--- src/rtl/reset_sequencer.sv ---
// reset_sequencer: board-level reset controller. Synchronises and debounces
// the reset button, waits for MMCM lock, holds reset for a fixed interval and
// then releases NUM_RST active-low reset domains one after another (channel 0
// first). A core-initiated software reset is supported and the cause of the
// most recent reset is reported on rst_cause.
module reset_sequencer #(
  parameter int NUM_RST         = 2,
  parameter int SYNC_STAGES     = 2,
  parameter int DEBOUNCE_CYCLES = 40000,
  parameter int HOLD_CYCLES     = 16,
  parameter int STAGE_GAP       = 4
) (
  input  logic               clk,
  input  logic               rst_n,
  input  logic               btn_rst,
  input  logic               pll_locked,
  input  logic               sw_rst_req,
  output logic [NUM_RST-1:0] rst_n_out,
  output logic               busy,
  output logic [1:0]         rst_cause
);

  // Counter widths: each counter only has to reach (value-1); a floor of 2
  // keeps every counter at least one bit wide.
  localparam int DB_W    = $clog2((DEBOUNCE_CYCLES > 2) ? DEBOUNCE_CYCLES : 2);
  localparam int HOLD_W  = $clog2((HOLD_CYCLES > 2) ? HOLD_CYCLES : 2);
  localparam int GAP_W   = $clog2((STAGE_GAP > 2) ? STAGE_GAP : 2);
  localparam int STAGE_W = $clog2((NUM_RST > 2) ? NUM_RST : 2);

  localparam logic [DB_W-1:0]    DB_LAST    = DB_W'(DEBOUNCE_CYCLES - 1);
  localparam logic [HOLD_W-1:0]  HOLD_LAST  = HOLD_W'(HOLD_CYCLES - 1);
  localparam logic [GAP_W-1:0]   GAP_LAST   = GAP_W'(STAGE_GAP - 1);
  localparam logic [STAGE_W-1:0] STAGE_LAST = STAGE_W'(NUM_RST - 1);

  // Encodings reported on rst_cause.
  localparam logic [1:0] CAUSE_POR  = 2'd0;
  localparam logic [1:0] CAUSE_BTN  = 2'd1;
  localparam logic [1:0] CAUSE_LOCK = 2'd2;
  localparam logic [1:0] CAUSE_SW   = 2'd3;

  typedef enum logic [1:0] {
    WAIT_LOCK,
    HOLD,
    RELEASE,
    RUN
  } state_t;

  // Synchroniser chains and their outputs.
  logic [SYNC_STAGES-1:0] btn_sync;
  logic [SYNC_STAGES-1:0] lock_sync;
  logic                   btn_s;
  logic                   lock_s;

  // Debounce state.
  logic [DB_W-1:0] db_cnt;
  logic            btn_db;
  logic            btn_db_q;
  logic            btn_trig;

  // Sequencer state.
  state_t              state;
  state_t              state_nx;
  logic [HOLD_W-1:0]   hold_cnt;
  logic [HOLD_W-1:0]   hold_nx;
  logic [GAP_W-1:0]    gap_cnt;
  logic [GAP_W-1:0]    gap_nx;
  logic [STAGE_W-1:0]  stage;
  logic [STAGE_W-1:0]  stage_nx;
  logic [STAGE_W-1:0]  stage_inc;
  logic [NUM_RST-1:0]  out_nx;
  logic                busy_nx;
  logic [1:0]          cause_nx;

  assign btn_s     = btn_sync[SYNC_STAGES-1];
  assign lock_s    = lock_sync[SYNC_STAGES-1];
  assign btn_trig  = btn_db & ~btn_db_q;
  assign stage_inc = stage + 1'b1;

  // Bring the asynchronous button and lock inputs into the clk domain.
  always_ff @(posedge clk or negedge rst_n) begin
    if (!rst_n) begin
      btn_sync  <= '0;
      lock_sync <= '0;
    end else begin
      btn_sync  <= {btn_sync[SYNC_STAGES-2:0], btn_rst};
      lock_sync <= {lock_sync[SYNC_STAGES-2:0], pll_locked};
    end
  end

  // Accept a new button level only after it has differed from the accepted
  // level for DEBOUNCE_CYCLES consecutive cycles; any agreement restarts it.
  always_ff @(posedge clk or negedge rst_n) begin
    if (!rst_n) begin
      db_cnt   <= '0;
      btn_db   <= 1'b0;
      btn_db_q <= 1'b0;
    end else begin
      btn_db_q <= btn_db;
      if (btn_s == btn_db) begin
        db_cnt <= '0;
      end else if (db_cnt == DB_LAST) begin
        btn_db <= btn_s;
        db_cnt <= '0;
      end else begin
        db_cnt <= db_cnt + 1'b1;
      end
    end
  end

  // Sequencer register: state, counters and the registered reset outputs.
  always_ff @(posedge clk or negedge rst_n) begin
    if (!rst_n) begin
      state     <= WAIT_LOCK;
      hold_cnt  <= '0;
      gap_cnt   <= '0;
      stage     <= '0;
      rst_n_out <= '0;
      busy      <= 1'b1;
      rst_cause <= CAUSE_POR;
    end else begin
      state     <= state_nx;
      hold_cnt  <= hold_nx;
      gap_cnt   <= gap_nx;
      stage     <= stage_nx;
      rst_n_out <= out_nx;
      busy      <= busy_nx;
      rst_cause <= cause_nx;
    end
  end

  // Next-state logic: lock loss outranks the button, which outranks the
  // software request; any reset event drops every channel at once.
  always_comb begin
    state_nx = state;
    hold_nx  = hold_cnt;
    gap_nx   = gap_cnt;
    stage_nx = stage;
    out_nx   = rst_n_out;
    cause_nx = rst_cause;

    case (state)
      WAIT_LOCK: begin
        out_nx = '0;
        if (lock_s && !btn_db) begin
          state_nx = HOLD;
          hold_nx  = '0;
          gap_nx   = '0;
          stage_nx = '0;
        end
      end

      HOLD: begin
        if (!lock_s || btn_db) begin
          state_nx = WAIT_LOCK;
          out_nx   = '0;
          cause_nx = !lock_s ? CAUSE_LOCK : CAUSE_BTN;
          hold_nx  = '0;
          gap_nx   = '0;
          stage_nx = '0;
        end else if (hold_cnt == HOLD_LAST) begin
          out_nx[0] = 1'b1;
          gap_nx    = '0;
          stage_nx  = '0;
          hold_nx   = '0;
          state_nx  = (NUM_RST == 1) ? RUN : RELEASE;
        end else begin
          hold_nx = hold_cnt + 1'b1;
        end
      end

      RELEASE: begin
        if (!lock_s || btn_db) begin
          state_nx = WAIT_LOCK;
          out_nx   = '0;
          cause_nx = !lock_s ? CAUSE_LOCK : CAUSE_BTN;
          hold_nx  = '0;
          gap_nx   = '0;
          stage_nx = '0;
        end else if (gap_cnt == GAP_LAST) begin
          for (int k = 1; k < NUM_RST; k++) begin
            if (STAGE_W'(k) == stage_inc) begin
              out_nx[k] = 1'b1;
            end
          end
          gap_nx   = '0;
          stage_nx = stage_inc;
          if (stage_inc == STAGE_LAST) begin
            state_nx = RUN;
            stage_nx = '0;
          end
        end else begin
          gap_nx = gap_cnt + 1'b1;
        end
      end

      RUN: begin
        if (!lock_s || btn_trig || sw_rst_req) begin
          state_nx = WAIT_LOCK;
          out_nx   = '0;
          hold_nx  = '0;
          gap_nx   = '0;
          stage_nx = '0;
          if (!lock_s) begin
            cause_nx = CAUSE_LOCK;
          end else if (btn_trig) begin
            cause_nx = CAUSE_BTN;
          end else begin
            cause_nx = CAUSE_SW;
          end
        end
      end

      default: begin
        state_nx = WAIT_LOCK;
        out_nx   = '0;
        hold_nx  = '0;
        gap_nx   = '0;
        stage_nx = '0;
      end
    endcase

    busy_nx = ~(&out_nx);
  end

endmodule

--- config.mk ---
export PLATFORM = sky130hd
export DESIGN_NAME = reset_sequencer
export DESIGN_NICKNAME = d
export VERILOG_FILES = /design/src/rtl/reset_sequencer.sv
export SDC_FILE = /design/constraint.sdc
export NUM_CORES = 1
export LEC_CHECK = 0
export ABC_AREA = 1
export CORE_MARGIN = 3
export CORE_UTILIZATION = 30
export CTS_CLUSTER_SIZE = 20
export DETAILED_ROUTE_END_ITERATION = 10
export GPL_TIMING_DRIVEN = 0
export PLACE_DENSITY_LB_ADDON = 0.15
export SLEW_MARGIN = 10
export SYNTH_ARGS = -nofsm -noshare
export SYNTH_HDL_FRONTEND = slang
export SYNTH_SLANG_ARGS = --single-unit
--- constraint.sdc ---
create_clock -name clk -period 1.73 [get_ports clk]
set_input_delay 0.4325 -clock clk [delete_from_list [all_inputs] [get_ports clk]]
set_output_delay 0.4325 -clock clk [all_outputs]
set_load 0.01 [all_outputs]
==> results of run 1 <==
## metrics by stage
stage | cell area (um^2) | cells | hold slack [ns]
4_1_cts | 2220 | 337 | 0.0654
3_3_place_gp | 2080 | 328 | 0.336
2_1_floorplan | 1900 | 244 | 0.137
6_report | 2220 | 337 | 0.0600
3_5_place_dp | 2100 | 329 | 0.336
5_1_grt | 2220 | 337 | 0.0562
## flip-flops by register name (all words and copies together) (netlist names)
register / cells
btn_db_q: 1
gap_cnt: 2
rst_cause: 2
busy: 1
state: 2
lock_sync: 2
btn_db: 1
db_cnt: 16
rst_n_out: 2
hold_cnt: 4
btn_sync: 2
## per-layer routing
| layer | up-vias | share of wire | GRT usage |
|---|---|---|---|
| met4 | 0 | 0.015 | 0.0432 |
| met3 | 7 | 0.038 | 0.0298 |
| met1 | 653 | 0.52 | 0.167 |
| li1 | 795 | - | - |
| met2 | 24 | 0.42 | 0.174 |
| met5 | - | 0 | 0 |
## layout by cell type, fill, tap and decap left out, drive strengths merged
cell type	instances
dlygate4sd2	1
a21o	1
clkdlybuf4s50	7
or2	1
a21oi	4
buf	3
bufinv	1
ha	8
o21bai	1
inv	37
nor3	5
clkinv	2
nand3	21
clkbuf	5
dfrtp	34
dfstp	1
nand2	60
nand3b	1
o21ai	8
nand4	7
nor2	46
xnor2	3
xor2	5
## worst register-to-register path: stages (launching register included)
cell     delay (ns)
dfrtp_1        0.38
ha_1           0.18
nand2_1        0.09
nor2_1         0.27
nand3_1        0.21
nand2_1        0.22
nor2_1         0.07
## synth_stat cells
cell type  count
nand2_2        1
nor3_1         5
xnor2_1        3
nand3b_1       1
xor2_2         1
xor2_1         4
o21bai_1       1
o21ai_2        1
a21oi_1        4
ha_1           8
a21o_1         1
nand2_4        1
inv_2          1
nand4_1        7
dfrtp_1       34
inv_1         36
nor2_1        43
nand3_1       21
nand2_1       58
dfstp_2        1
or2_2          1
buf_4          1
nor2_4         3
o21ai_0        7
## final cells by class
cell class	instances	share of cell area
inverter	37	0.0627
clock buffer	5	0.0311
clock inverter	3	0.0198
timing repair buffer	10	0.0503
sequential	35	0.396
tap	75	0.0423
multi-input combinational	171	0.395
buffer	1	0.00339
## cell families (layout without fill, tap and decap cells)
family | count (synthesis) | after routing
AO/OA/AOI/OAI | 14 | 14
XOR/XNOR | 8 | 8
adder cells (fa/ha/maj) | 8 | 8
buffers and inverters | 38 | 56
flip-flops | 35 | 35
AND/OR/NAND/NOR | 141 | 141
## final timing paths
| kind | startpoint | end | slack [ns] | depth (start not counted) |
|---|---|---|---|---|
| setup reg to reg | db_cnt[0] | db_cnt[10] | 0.20 | 6 |
| min in group clk | lock_sync[0] | lock_sync[1] | 0.35 | 0 |
| hold reg to reg | lock_sync[0] | lock_sync[1] | 0.35 | 0 |
| max in group asynchronous | rst_n | busy | 1.16 | 2 |
| hold / removal | rst_n | db_cnt[11] | 0.06 | 1 |
| setup / recovery | rst_cause[1] | rst_cause[1] | 0.13 | 1 |
## what timing repair did
action,in CTS,in global routing
resized for setup,1,0
hold endpoints to repair,0,0
setup endpoints to repair,1,0
hold buffers,0,0
## power groups by stage
stage	Clock (mW)	Combinational (mW)	Sequential, mW
2_1_floorplan	0	0.310	0.962
4_1_cts	0.762	0.477	0.946
5_1_grt	0.805	0.562	0.957
3_3_place_gp	0	0.466	0.962
6_report	0.731	0.469	0.946
3_5_place_dp	0	0.476	0.961
==> flow_metrics.env, run 1 <==
export IMPL_syn_area_per_cell_um2=7.78
export IMPL_yosys_area_top_type="dfrtp_1"
export IMPL_slowest_delay_ns=0.54
export IMPL_synthTopCellsByArea="dfrtp_1 45%, nand2_1 11%, nor2_1 8.5%"
export IMPL_slew_viol_final=0
export IMPL_layout_drive_gt1_share=0.0802
export IMPL_pre_cts_slack_ns=0.129
export IMPL_path_delay_family="buffers and inverters"
export IMPL_die_h_um=85.5
export IMPL_n_fill_cell=647
export IMPL_synth_top_cell_area_share=0.448
export IMPL_wirelength_mm=3.71
export IMPL_ir_drop_mv=0.590
export IMPL_cts_sinks=35
export IMPL_start_kind="flop"
export IMPL_track_usage=0.118
export IMPL_run_status="finished, final reports clean"
export IMPL_setup_tns_ns=0
export IMPL_synthSimpleGateAreaFrac=0.326
export IMPL_clkPwrFrac=0.341
export IMPL_leakage_nw=1.09
export IMPL_crit_chain="clkdlybuf4s50_1"
export IMPL_initial_core_util=0.315
export IMPL_clk_pin_slew_worst_paths_ns=0.07
export IMPL_die_area_um2=7320
export IMPL_worstPathMaxFanout=2
export IMPL_grt_pass1_wl_mm=6.81
export IMPL_cts_buffers=5
export IMPL_tightestPinTransition_ns=0.453
export IMPL_post_cts_buffers=0
export IMPL_worstPathRequired_ns=1.30
export IMPL_syn_to_final_growth_pct=16.7
export IMPL_synth_cell_area_um2=1900
export IMPL_h_tree_depth=2
export IMPL_synth_fa_ha_area_frac=0.0527
export IMPL_cts_tree="built"
export IMPL_ys_warnings_count=0
export IMPL_diodes=0
export IMPL_core_area_um2=6030
export IMPL_worstSkewPairLatency_ns=0.28
export IMPL_dp_hpwl_mm=2.90
export IMPL_synthesis_nets=257
export IMPL_final_nets=274
export IMPL_gp_congestion=0.794
export IMPL_synth_top_family_by_area="simple AND/OR/NAND/NOR gates"
export IMPL_yosysSeqAreaShare=0.462
export IMPL_multi_input_area_um2=875
export IMPL_drv_cap=0
export IMPL_p_seq_frac=0.441
export IMPL_path_buf_inv=1
export IMPL_finalWorstSetupSlack_ns=0.126
export IMPL_first_iter_violations=81
export IMPL_grt_max_degree=23
export IMPL_synthDistinctLibCells=24
export IMPL_max_freq_mhz=624
export IMPL_switching_power_mw=0.645
export IMPL_root_buffer="clkbuf_8"
export IMPL_synth_compound_area_frac=0.0415
export IMPL_setup_viol=0
export IMPL_dr_total_vias=1479
export IMPL_hp_class="input pin to asynchronous set/reset pin"
export IMPL_relSlewSlack=0.697
export IMPL_wl_per_cell_um=11.0
export IMPL_total_power_mw=2.15
export IMPL_power_density_nw_per_um2=969
export IMPL_final_util=0.368
export IMPL_ant_nets=0
export IMPL_p_sw_frac=0.301
export IMPL_fin_worst_skew_ns=0.00759
export IMPL_die_w_um=85.5
export IMPL_grt_overflow=0
export IMPL_finalHoldViolCount=0
export IMPL_syn_inst=244
export IMPL_port_buffers=9
export IMPL_cts_buffer_depth=2
export IMPL_crit_slowest_cell="clkdlybuf4s50_1"
export IMPL_regArea_um2=877
export IMPL_fin_crit_ns=1.60
export IMPL_crit_path_end_kind="output pin"
export IMPL_grt_pass1_vias=1494
export IMPL_comb_power_share=0.219
export IMPL_fp_row_count=28
export IMPL_critical_path_class="flop to output pin"
export IMPL_rsz0062_at_grt="no"
export IMPL_antenna_found_initial=0
export IMPL_synth_seq_cells=35
export IMPL_viasPerCell=4.39
export IMPL_p_int_mw=1.50
export IMPL_finalCritPeriodShare=0.927
export IMPL_remaining_drc_errors=0
export IMPL_synth_xor_xnor_area_share=0.0409
export IMPL_io_pins=10
export IMPL_synthMuxAreaShare=0
export IMPL_first_pass_iters=4
export IMPL_arrival_ns=1.17
No activity file was read; power rests on OpenSTA's default activity.
==> run 2: changes to the inputs <==
--- a/config.mk
+++ b/config.mk
@@ -6,7 +6,7 @@
 export NUM_CORES = 1
 export LEC_CHECK = 0
 export ABC_AREA = 1
-export CORE_MARGIN = 3
+export CORE_MARGIN = 4
 export CORE_UTILIZATION = 30
 export CTS_CLUSTER_SIZE = 20
 export DETAILED_ROUTE_END_ITERATION = 10
==> run 2 against run 1 <==
Die area rose by 4.7%. Combinational power shrank 0.9%. First-iteration DRC count did not move. Count of clock-buffer cells in the layout did not move. Clock skew about the same. Final cell count unchanged. Global-route usage is 0.49 points lower. Routed wire length barely moved. Sequential share of layout area fell by 0.42 points. Core utilization up 0.39 points. Largest cell class unchanged. Via count rose by 0.81%. Final area up 1.1%.
==> flow_metrics.env, run 2 (synthesized netlist as in run 1, its figures left out) <==
export IMPL_leakage_nw=1.10
export IMPL_grt_overflow=0
export IMPL_multi_input_area_um2=875
export IMPL_hp_class="input pin to asynchronous set/reset pin"
export IMPL_cts_sinks=35
export IMPL_worstPathMaxFanout=2
export IMPL_antenna_found_initial=0
export IMPL_syn_to_final_growth_pct=18.0
export IMPL_dp_hpwl_mm=2.89
export IMPL_crit_path_end_kind="output pin"
export IMPL_regArea_um2=877
export IMPL_path_buf_inv=1
export IMPL_final_cell_mix="58 x nand2_1, 43 x nor2_1, 36 x inv_1, 34 x dfrtp_1, 21 x nand3_1"
export IMPL_final_nets=274
export IMPL_finalCritPeriodShare=0.928
export IMPL_relSlewSlack=0.713
export IMPL_layout_drive_gt1_share=0.0802
export IMPL_die_w_um=87.5
export IMPL_setup_viol=0
export IMPL_hold_slack_ns=0.0641
export IMPL_slowest_delay_ns=0.54
export IMPL_dp_cells=329
export IMPL_track_usage=0.113
export IMPL_core_area_um2=6030
export IMPL_fin_worst_skew_ns=0.00796
export IMPL_final_common_cell="nand2_1"
export IMPL_power_density_nw_per_um2=1030
export IMPL_drv_cap=0
export IMPL_fin_cells=337
export IMPL_port_buffers=9
export IMPL_diodes=0
export IMPL_rsz0062_at_grt="no"
export IMPL_largest_reg_flops=16
export IMPL_n_fill_cell=640
export IMPL_h_tree_depth=2
export IMPL_first_pass_iters=4
export IMPL_tightestPinTransition_ns=0.429
export IMPL_die_area_um2=7660
export IMPL_arrival_ns=1.17
export IMPL_run_status="finished, final reports clean"
export IMPL_cts_buffers=5
export IMPL_largest_register="db_cnt"
export IMPL_cts_tree="built"
export IMPL_dpl_cell_area_um2=2100
export IMPL_crit_slowest_cell="clkdlybuf4s50_1"
export IMPL_first_iter_violations=81
export IMPL_wirelength_mm=3.71
export IMPL_fin_crit_ns=1.60
export IMPL_grt_pass1_wl_mm=6.74
export IMPL_worstSkewPairLatency_ns=0.29
export IMPL_r2r_start="db_cnt[0]"
export IMPL_clk_pin_slew_worst_paths_ns=0.08
export IMPL_largest_registers="db_cnt (16), hold_cnt (4)"
export IMPL_max_freq_mhz=623
export IMPL_wl_per_cell_um=11.0
export IMPL_dr_total_vias=1491
export IMPL_finalHoldViolCount=0
export IMPL_grt_max_degree=21
export IMPL_ant_nets=0
export IMPL_critical_path_class="flop to output pin"
export IMPL_post_cts_buffers=0
export IMPL_remaining_drc_errors=0
export IMPL_slew_viol_final=0
export IMPL_crit_chain="clkdlybuf4s50_1"
export IMPL_fin_area_um2=2240
export IMPL_path_delay_family="buffers and inverters"
export IMPL_cts_buffer_depth=2
export IMPL_pre_cts_slack_ns=0.117
export IMPL_finalWorstSetupSlack_ns=0.125
export IMPL_gp_congestion=0.819
export IMPL_start_kind="flop"
export IMPL_worstPathRequired_ns=1.30
export IMPL_startpoint="rst_cause[0]"
export IMPL_grt_pass1_vias=1492
export IMPL_ir_drop_mv=0.452
export IMPL_fp_row_count=28
export IMPL_die_h_um=87.5
export IMPL_initial_core_util=0.315
export IMPL_viasPerCell=4.42
export IMPL_root_buffer="clkbuf_8"
export IMPL_io_pins=10
## run 2: path summary, 6_finish.rpt
check / to / slack (ns) / cells past startpoint
setup / recovery: rst_cause[0] / 0.13 / 1
hold / removal: db_cnt[13] / 0.06 / 1
setup reg to reg: db_cnt[10] / 0.22 / 6
hold reg to reg: lock_sync[1] / 0.35 / 0
max in group asynchronous: busy / 1.14 / 2
min in group clk: lock_sync[1] / 0.35 / 0
## run 2: metal layers
metal,vias to the layer above,GRT usage,part of all wire
li1,791,-,-
met1,680,0.151,0.53
met2,14,0.174,0.42
met3,6,0.0348,0.031
met4,0,0.0391,0.015
met5,-,0,0
## run 2: where the power goes
group | internal, mW | switching (mW)
clock | 0.575 | 0.316
combinational | 0.179 | 0.286
sequential | 0.891 | 0.0554
total | 1.64 | 0.658
## run 2: repair_timing
action | CTS | global route
endpoints found under the hold margin | 0 | 0
endpoints found under the setup margin | 1 | 0
hold buffers | 0 | 0
gates resized for setup | 1 | 0
## run 2: final cells by class
cell class,count,share of cell area
flip-flops and latches,35,0.392
multi-input cells,171,0.391
inverters,37,0.0620
repair buffers,10,0.0497
well taps,75,0.0419
clock buffers,5,0.0307
clock inverters,3,0.0302
plain buffers,1,0.00335
## run 2: metrics by stage
stage / setup TNS, ns / power [mW] / util
after floorplan: 0 / 1.27 / -
after global placement: -22.76 / 1.43 / 0.346
after detailed placement: 0 / 1.44 / 0.349
after CTS: 0 / 2.35 / 0.372
after global routing: 0 / 2.47 / 0.372
final: 0 / 2.30 / 0.372
